[config.mk]
export PLATFORM = sky130hd
export DESIGN_NAME = dacad5668_scheduler
export DESIGN_NICKNAME = d
export VERILOG_FILES = /design/src/rtl/dacad5668_pkg.sv /design/src/rtl/dacad5668_rr_arbiter.sv /design/src/rtl/dacad5668_scheduler.sv
export SDC_FILE = /design/constraint.sdc
export NUM_CORES = 1
export LEC_CHECK = 0
export BUFFER_PORTS_ARGS = -buffer_cell sky130_fd_sc_hd__buf_4
export CORE_MARGIN = 3
export CORE_UTILIZATION = 50
export CTS_CLUSTER_SIZE = 40
export DETAILED_ROUTE_END_ITERATION = 16
export PLACE_DENSITY = 0.7
export SLEW_MARGIN = 20
export SYNTH_ARGS = -nofsm -noshare
export SYNTH_HDL_FRONTEND = slang
export SYNTH_HIERARCHICAL = 1
export SYNTH_SLANG_ARGS = --single-unit
[constraint.sdc]
create_clock -name ACLK -period 7.8 [get_ports ACLK]
set_clock_uncertainty 0.05 [all_clocks]
set_input_delay 1.56 -clock ACLK [delete_from_list [all_inputs] [get_ports ACLK]]
set_output_delay 1.56 -clock ACLK [all_outputs]
set_load 0.005 [all_outputs]
[src/rtl/dacad5668_pkg.sv]
// AD5668 scheduler shared definitions: command codes, FSM states, init frame and frame packing.
// Frame layout: [31:28]=0, [27:24]=cmd, [23:20]=addr, [19:4]=code, [3:0]=feature.
package dacad5668_pkg;

    localparam int NUM_CH  = 8;
    localparam int DATA_W  = 16;
    localparam int FRAME_W = 32;
    localparam int CH_W    = 3;

    localparam logic [3:0] CMD_WR_IN      = 4'b0000;
    localparam logic [3:0] CMD_WR_UPD_ALL = 4'b0010;
    localparam logic [3:0] CMD_WR_UPD_N   = 4'b0011;

    // Internal reference setup: cmd 1000, feature bit 0 set.
    localparam logic [FRAME_W-1:0] INIT_FRAME = 32'h0800_0001;

    typedef enum logic [2:0] {
        ST_INIT_SEND,
        ST_INIT_WAIT,
        ST_IDLE,
        ST_SEND,
        ST_WAIT
    } state_t;

    function automatic logic [FRAME_W-1:0] pack_frame(
        input logic [3:0]        cmd,
        input logic [CH_W-1:0]   ch,
        input logic [DATA_W-1:0] code
    );
        return {4'h0, cmd, 1'b0, ch, code, 4'h0};
    endfunction

endpackage

[src/rtl/dacad5668_rr_arbiter.sv]
// Round-robin pick of the first set pending bit at or after rr_ptr, wrapping 7 -> 0.
// Purely combinational; any flags that a grant exists.
module dacad5668_rr_arbiter
    import dacad5668_pkg::*;
(
    input  logic [NUM_CH-1:0] pending,
    input  logic [CH_W-1:0]   rr_ptr,
    output logic [CH_W-1:0]   grant,
    output logic              any
);

    logic [CH_W-1:0] idx;
    logic            found;

    always_comb begin
        grant = '0;
        found = 1'b0;
        idx   = '0;
        for (int i = 0; i < NUM_CH; i++) begin
            idx = rr_ptr + CH_W'(i);
            if (!found && pending[idx]) begin
                grant = idx;
                found = 1'b1;
            end
        end
    end

    assign any = |pending;

endmodule

[src/rtl/dacad5668_scheduler.sv]
// AD5668 frame scheduler: init frame after reset, then round-robin data frames; write N -> frm_valid N+2.
// frm_valid/frm_data held until frm_ready, next frame only after frm_done; DACAD5668_SIMUL_UPDATE_EN selects simultaneous update.
module dacad5668_scheduler
    import dacad5668_pkg::*;
(
    input  logic               ACLK,
    input  logic               ARESETN,
    input  logic               wr_valid,
    input  logic [CH_W-1:0]    wr_ch,
    input  logic [DATA_W-1:0]  wr_data,
    output logic               frm_valid,
    input  logic               frm_ready,
    output logic [FRAME_W-1:0] frm_data,
    input  logic               frm_done,
    output logic [NUM_CH-1:0]  pending,
    output logic               busy
);

    state_t            state;
    logic [CH_W-1:0]   rr_ptr;
    logic [CH_W-1:0]   grant;
    logic [CH_W-1:0]   arb_grant;
    logic              arb_any;
    logic [DATA_W-1:0] shadow [NUM_CH];
    logic              redirty;
    logic              handshake;
    logic              wr_hit_grant;
    logic [DATA_W-1:0] grant_code;
    logic [3:0]        grant_cmd;

    dacad5668_rr_arbiter u_arb (
        .pending (pending),
        .rr_ptr  (rr_ptr),
        .grant   (arb_grant),
        .any     (arb_any)
    );

    assign handshake    = frm_valid && frm_ready;
    assign wr_hit_grant = wr_valid && (wr_ch == grant);
    // A write landing in the grant cycle is forwarded so the newest code goes out.
    assign grant_code   = (wr_valid && (wr_ch == arb_grant)) ? wr_data : shadow[arb_grant];

`ifdef DACAD5668_SIMUL_UPDATE_EN
    logic [NUM_CH-1:0] others;
    assign others    = pending & ~(NUM_CH'(1) << arb_grant);
    assign grant_cmd = (|others) ? CMD_WR_IN : CMD_WR_UPD_ALL;
`else
    assign grant_cmd = CMD_WR_UPD_N;
`endif

    // Pending clears on handshake unless the channel was rewritten since its grant.
    always_ff @(posedge ACLK or negedge ARESETN) begin
        if (!ARESETN) begin
            pending <= '0;
            for (int i = 0; i < NUM_CH; i++) shadow[i] <= '0;
        end else begin
            if (state == ST_SEND && handshake && !redirty) pending[grant] <= 1'b0;
            if (wr_valid) begin
                shadow[wr_ch]  <= wr_data;
                pending[wr_ch] <= 1'b1;
            end
        end
    end

    always_ff @(posedge ACLK or negedge ARESETN) begin
        if (!ARESETN) begin
            state     <= ST_INIT_SEND;
            frm_valid <= 1'b0;
            frm_data  <= '0;
            busy      <= 1'b1;
            rr_ptr    <= '0;
            grant     <= '0;
            redirty   <= 1'b0;
        end else begin
            case (state)
                ST_INIT_SEND: begin
                    if (handshake) begin
                        frm_valid <= 1'b0;
                        state     <= ST_INIT_WAIT;
                    end else begin
                        frm_valid <= 1'b1;
                        frm_data  <= INIT_FRAME;
                    end
                end
                ST_INIT_WAIT, ST_WAIT: begin
                    if (frm_done) begin
                        state <= ST_IDLE;
                        busy  <= 1'b0;
                    end
                end
                ST_IDLE: begin
                    if (arb_any) begin
                        grant     <= arb_grant;
                        rr_ptr    <= arb_grant + CH_W'(1);
                        frm_data  <= pack_frame(grant_cmd, arb_grant, grant_code);
                        frm_valid <= 1'b1;
                        busy      <= 1'b1;
                        redirty   <= 1'b0;
                        state     <= ST_SEND;
                    end
                end
                ST_SEND: begin
                    if (wr_hit_grant) redirty <= 1'b1;
                    if (handshake) begin
                        frm_valid <= 1'b0;
                        state     <= ST_WAIT;
                    end
                end
                default: begin
                    state     <= ST_INIT_SEND;
                    frm_valid <= 1'b0;
                    busy      <= 1'b1;
                end
            endcase
        end
    end

endmodule

==> summary by stage <==
Outcome
The flow ran to the end, and the final reports show no timing, DRC or antenna violations.

Placement
The placed instances occupy a cell area of 9200 sq um. The post-DP HPWL is 12.7 mm. OpenSTA, run right after detailed placement, puts the worst setup slack at 1.99 ns. The routability congestion estimate from global placement is 0.924.

The number of input and output port buffers inserted is 56.

Timing
After layout, the worst path uses 73.2% of the clock period. The count of endpoints failing setup in the final report is 0. The number of max-slew violations in the final report is 0. The final total negative setup slack is 0 ns. Measured against its own limit, the worst slew margin works out to 26.7%.

After layout, the minimum clock period comes to 5.71 ns. The number of failing hold endpoints at the final stage came to 0. The pin slew with the least headroom to its limit is 1.10 ns.

The highest clock frequency the design can meet is 0.175 GHz. Across all setup checks in the final design, the least slack found is 2.09 ns. Setup repair after global routing left no endpoint under its margin.

Detailed routing
The number of optimization iterations in the first detailed-route pass is 5. The first routing iteration left 409 violations. The final wirelength is 19.9 mm.

Dividing the detail-routed via count by the number of cells gives 6.19. The routed layout has 5,609 vias. The average routed wire per standard cell is 22.0 um. After detailed routing, the number of remaining DRC violations is 0. The antenna violation net count after detailed routing is 0.

Floorplan
The total die area is 18,800 sq um. The total area inside the core boundary comes to 16,700 sq um. The starting density of the core is 51.5%.

From bottom edge to top edge, the die measures 137 um. The initialized floorplan defines 47 standard-cell rows. 66 I/O pins were placed. The floorplan step set the die width to 137 um.

Finish
The final design instance area without fill is 9820 sq um. The combined flip-flop and latch cell area is 4230 sq um. The layout has 1,318 filler cells. The layout cell share with drive strength beyond 1 is 35.9%. The area growth from synthesis to layout is 14.2%. In the final layout, the multi-input gates occupy 4110 sq um.

The antenna diode count is 0. The total number of nets in the final design is 701.

Clock tree
The clock slew seen by the registers of the worst setup and hold paths is 0.06 ns. In this run the post-CTS setup repair buffer count came out at 0. The clock sink count is 169.

The source-to-sink clock delay at the later pin of the worst-skew pair is 0.42 ns. The clock passes through at most 2 buffers. The root buffer cell is clkbuf_16. The H-tree was split into 4 levels. The post-CTS resize count is 0. The post-cts hold buffer count is 0. TritonCTS built the clock tree.

The number of buffers inserted during clock tree synthesis is 17.

Synth
After synthesis, flip-flops and latches occupy 49.2% of the total area. In the synthesized netlist the dominant register cell turns out to be dfrtp_1. Averaged over all synthesized cells, the footprint is 13.8 sq um. The number of distinct library cells after synthesis is 64.

The cell area after technology mapping is 8600 sq um. After synthesis the netlist holds a flip-flop and latch count of 169. The warning count from the yosys run is 6. The post-synthesis async set-or-reset flop share is 100%. The number of flops mapped to enable cells by yosys is 0.

The cell count after synthesis came out at 622.

Power
The worst-case IR drop observed on VDD is 0.310 mV. The static power due to leakage is 4.26 nW. The power density normalized to cell area is 417 nW/um^2.

GRT
Entering global routing, the biggest net connects 88 pins. The initial antenna violation count is 0. Global routing used 22.2% of the available tracks.

The number of global-route vias before repair is 5,712. The remaining global-route overflow is 0. The wire length of the first global-routing pass is 31.5 mm.

Setup path
The largest fanout on the critical path is 19. Walking the worst path, the cells encountered are inv_1 -> ha_1 -> mux4_1 -> mux2i_2 -> nand2_1 -> or4_4 -> o221a_1 -> a21oi_2 -> buf_4 -> xor2_1 -> nor2_1 -> nor4b_4 -> a221o_1. The critical path class is flop to flop. The delay of the slowest critical-path stage is 0.90 ns. STA classifies the critical path startpoint as a flop. The slowest stage cell on the critical path is nor4b_4. The required time reported for the critical path endpoint is 8.10 ns. STA puts the critical path data arrival time at 6.02 ns. The worst setup path is captured at a flop. On the critical path the largest part of the delay comes from simple AND/OR/NAND/NOR gates.

The critical path contains buffers and inverters numbering 2 combined.

Job
The number of maximum-capacitance violations is 0.

Hold path
The worst min-delay path class is flop to flop.
==> flip-flops by register name, indices dropped and copies added (netlist names) <==
| register | cells |
|---|---|
| state | 3 |
| frm_valid | 1 |
| busy | 1 |
| grant | 3 |
| frm_data | 21 |
| redirty | 1 |
| shadow | 128 |
| pending | 8 |
| rr_ptr | 3 |
==> metrics by stage <==
| step | utilization [%] | std cells | power (mW) | hold WS, ns |
|---|---|---|---|---|
| final | 58.8 | 906 | 4.10 | 0.427 |
| after global routing | 58.8 | 906 | 4.34 | 0.443 |
| after floorplan | - | 630 | 2.75 | 0.402 |
| after CTS | 58.6 | 904 | 4.12 | 0.434 |
| after detailed placement | 55.1 | 873 | 3.27 | 0.418 |
| after global placement | 55.1 | 873 | 3.20 | 0.411 |
==> layout by cell type, fill, tap and decap left out, types with 5 or more instances in the layout <==
cell / Yosys / final
dfrtp_1: 168 / 168
mux2_2: 83 / 83
buf_4: 16 / 69
mux2_1: 51 / 51
mux4_2: 39 / 39
nand2_1: 34 / 34
nor2_1: 27 / 27
mux2i_1: 25 / 25
clkbuf_16: 0 / 17
a221o_1: 16 / 16
a21oi_1: 17 / 15
inv_1: 13 / 13
conb_1: 1 / 9
o21ai_0: 8 / 8
xor2_1: 7 / 7
nand2b_1: 5 / 5
mux4_1: 5 / 5
==> synthesized netlist by cell type, types with 3 or more instances <==
cell type	number	share of area, %
a21o_1	4	0.35
a21oi_1	17	0.99
a221o_1	16	1.9
a221oi_1	3	0.31
a2bb2oi_1	3	0.31
buf_2	16	0.93
buf_4	16	1.4
clkbuf_1	12	0.52
dfrtp_1	168	49
ha_1	3	0.44
inv_1	13	0.57
mux2_1	51	6.7
mux2_2	83	11
mux2i_1	25	2.9
mux4_1	5	1.5
mux4_2	39	10
nand2_1	34	1.5
nand2b_1	5	0.36
nand4b_1	3	0.31
nor2_1	27	1.2
nor2b_1	3	0.22
nor3_1	4	0.23
nor4_1	3	0.22
o21ai_0	8	0.47
o21ai_1	4	0.23
o32ai_1	3	0.31
xor2_1	7	0.71
==> per-layer routing <==
metal	vias to the layer above	GRT usage (%)	part of all wire (%)
li1	2436	-	-
met1	2939	28.9	41
met2	200	37.6	52
met3	34	4.01	4.9
met4	0	7.37	1.9
met5	-	0	0
==> report_power, final <==
group	internal (mW)	leakage, nW	switching (mW)	total [mW]
combinational	1.01	1.95	0.909	1.91
clock	0.494	0.280	0.336	0.830
sequential	1.11	2.03	0.245	1.35
total	2.61	4.26	1.49	4.10
==> worst paths after layout <==
path / cells past startpoint / end / slack [ns] / startpoint
max: 13 / frm_data[12]$_DFFE_PN0P_ / 2.09 / rr_ptr[1]$_DFFE_PN0P_
min: 2 / frm_data[21]$_DFFE_PN0P_ / 0.43 / frm_data[21]$_DFFE_PN0P_
max reg2reg: 13 / frm_data[12]$_DFFE_PN0P_ / 2.09 / rr_ptr[1]$_DFFE_PN0P_
min reg2reg: 2 / frm_data[21]$_DFFE_PN0P_ / 0.43 / frm_data[21]$_DFFE_PN0P_
max in group asynchronous: 3 / shadow[47]$_DFFE_PN0P_ / 5.30 / ARESETN
min in group asynchronous: 1 / shadow[92]$_DFFE_PN0P_ / 1.13 / ARESETN
==> tightest hold or removal path, stage by stage (launching register included) <==
cell and delay (ns):
dfrtp_1 0.34, nand2_1 0.05, nand2_1 0.05
==> layout make-up <==
| cell class | count | area share, % |
|---|---|---|
| clock buffers | 20 | 4.75 |
| clock inverters | 11 | 1.25 |
| inverters | 14 | 0.548 |
| multi-input cells | 400 | 41.9 |
| flip-flops and latches | 169 | 43.1 |
| well taps | 220 | 2.80 |
| repair buffers | 72 | 5.71 |
==> cell families (layout without fill, tap and decap cells) <==
| family | count (synthesis) | after routing | synth area share, % |
|---|---|---|---|
| AOI/OAI and AO/OA | 72 | 72 | 6.37 |
| and+or+nand+nor | 101 | 101 | 6.55 |
| muxes | 205 | 205 | 32.6 |
| other | 1 | 9 | 0.0436 |
| xor gates and xnor gates | 10 | 10 | 1.11 |
| adders and majority gates | 3 | 3 | 0.436 |
| DFF | 169 | 169 | 49.2 |
| buffers and inverters | 61 | 117 | 3.70 |
Note: power is estimated with default switching activity, not from simulation.
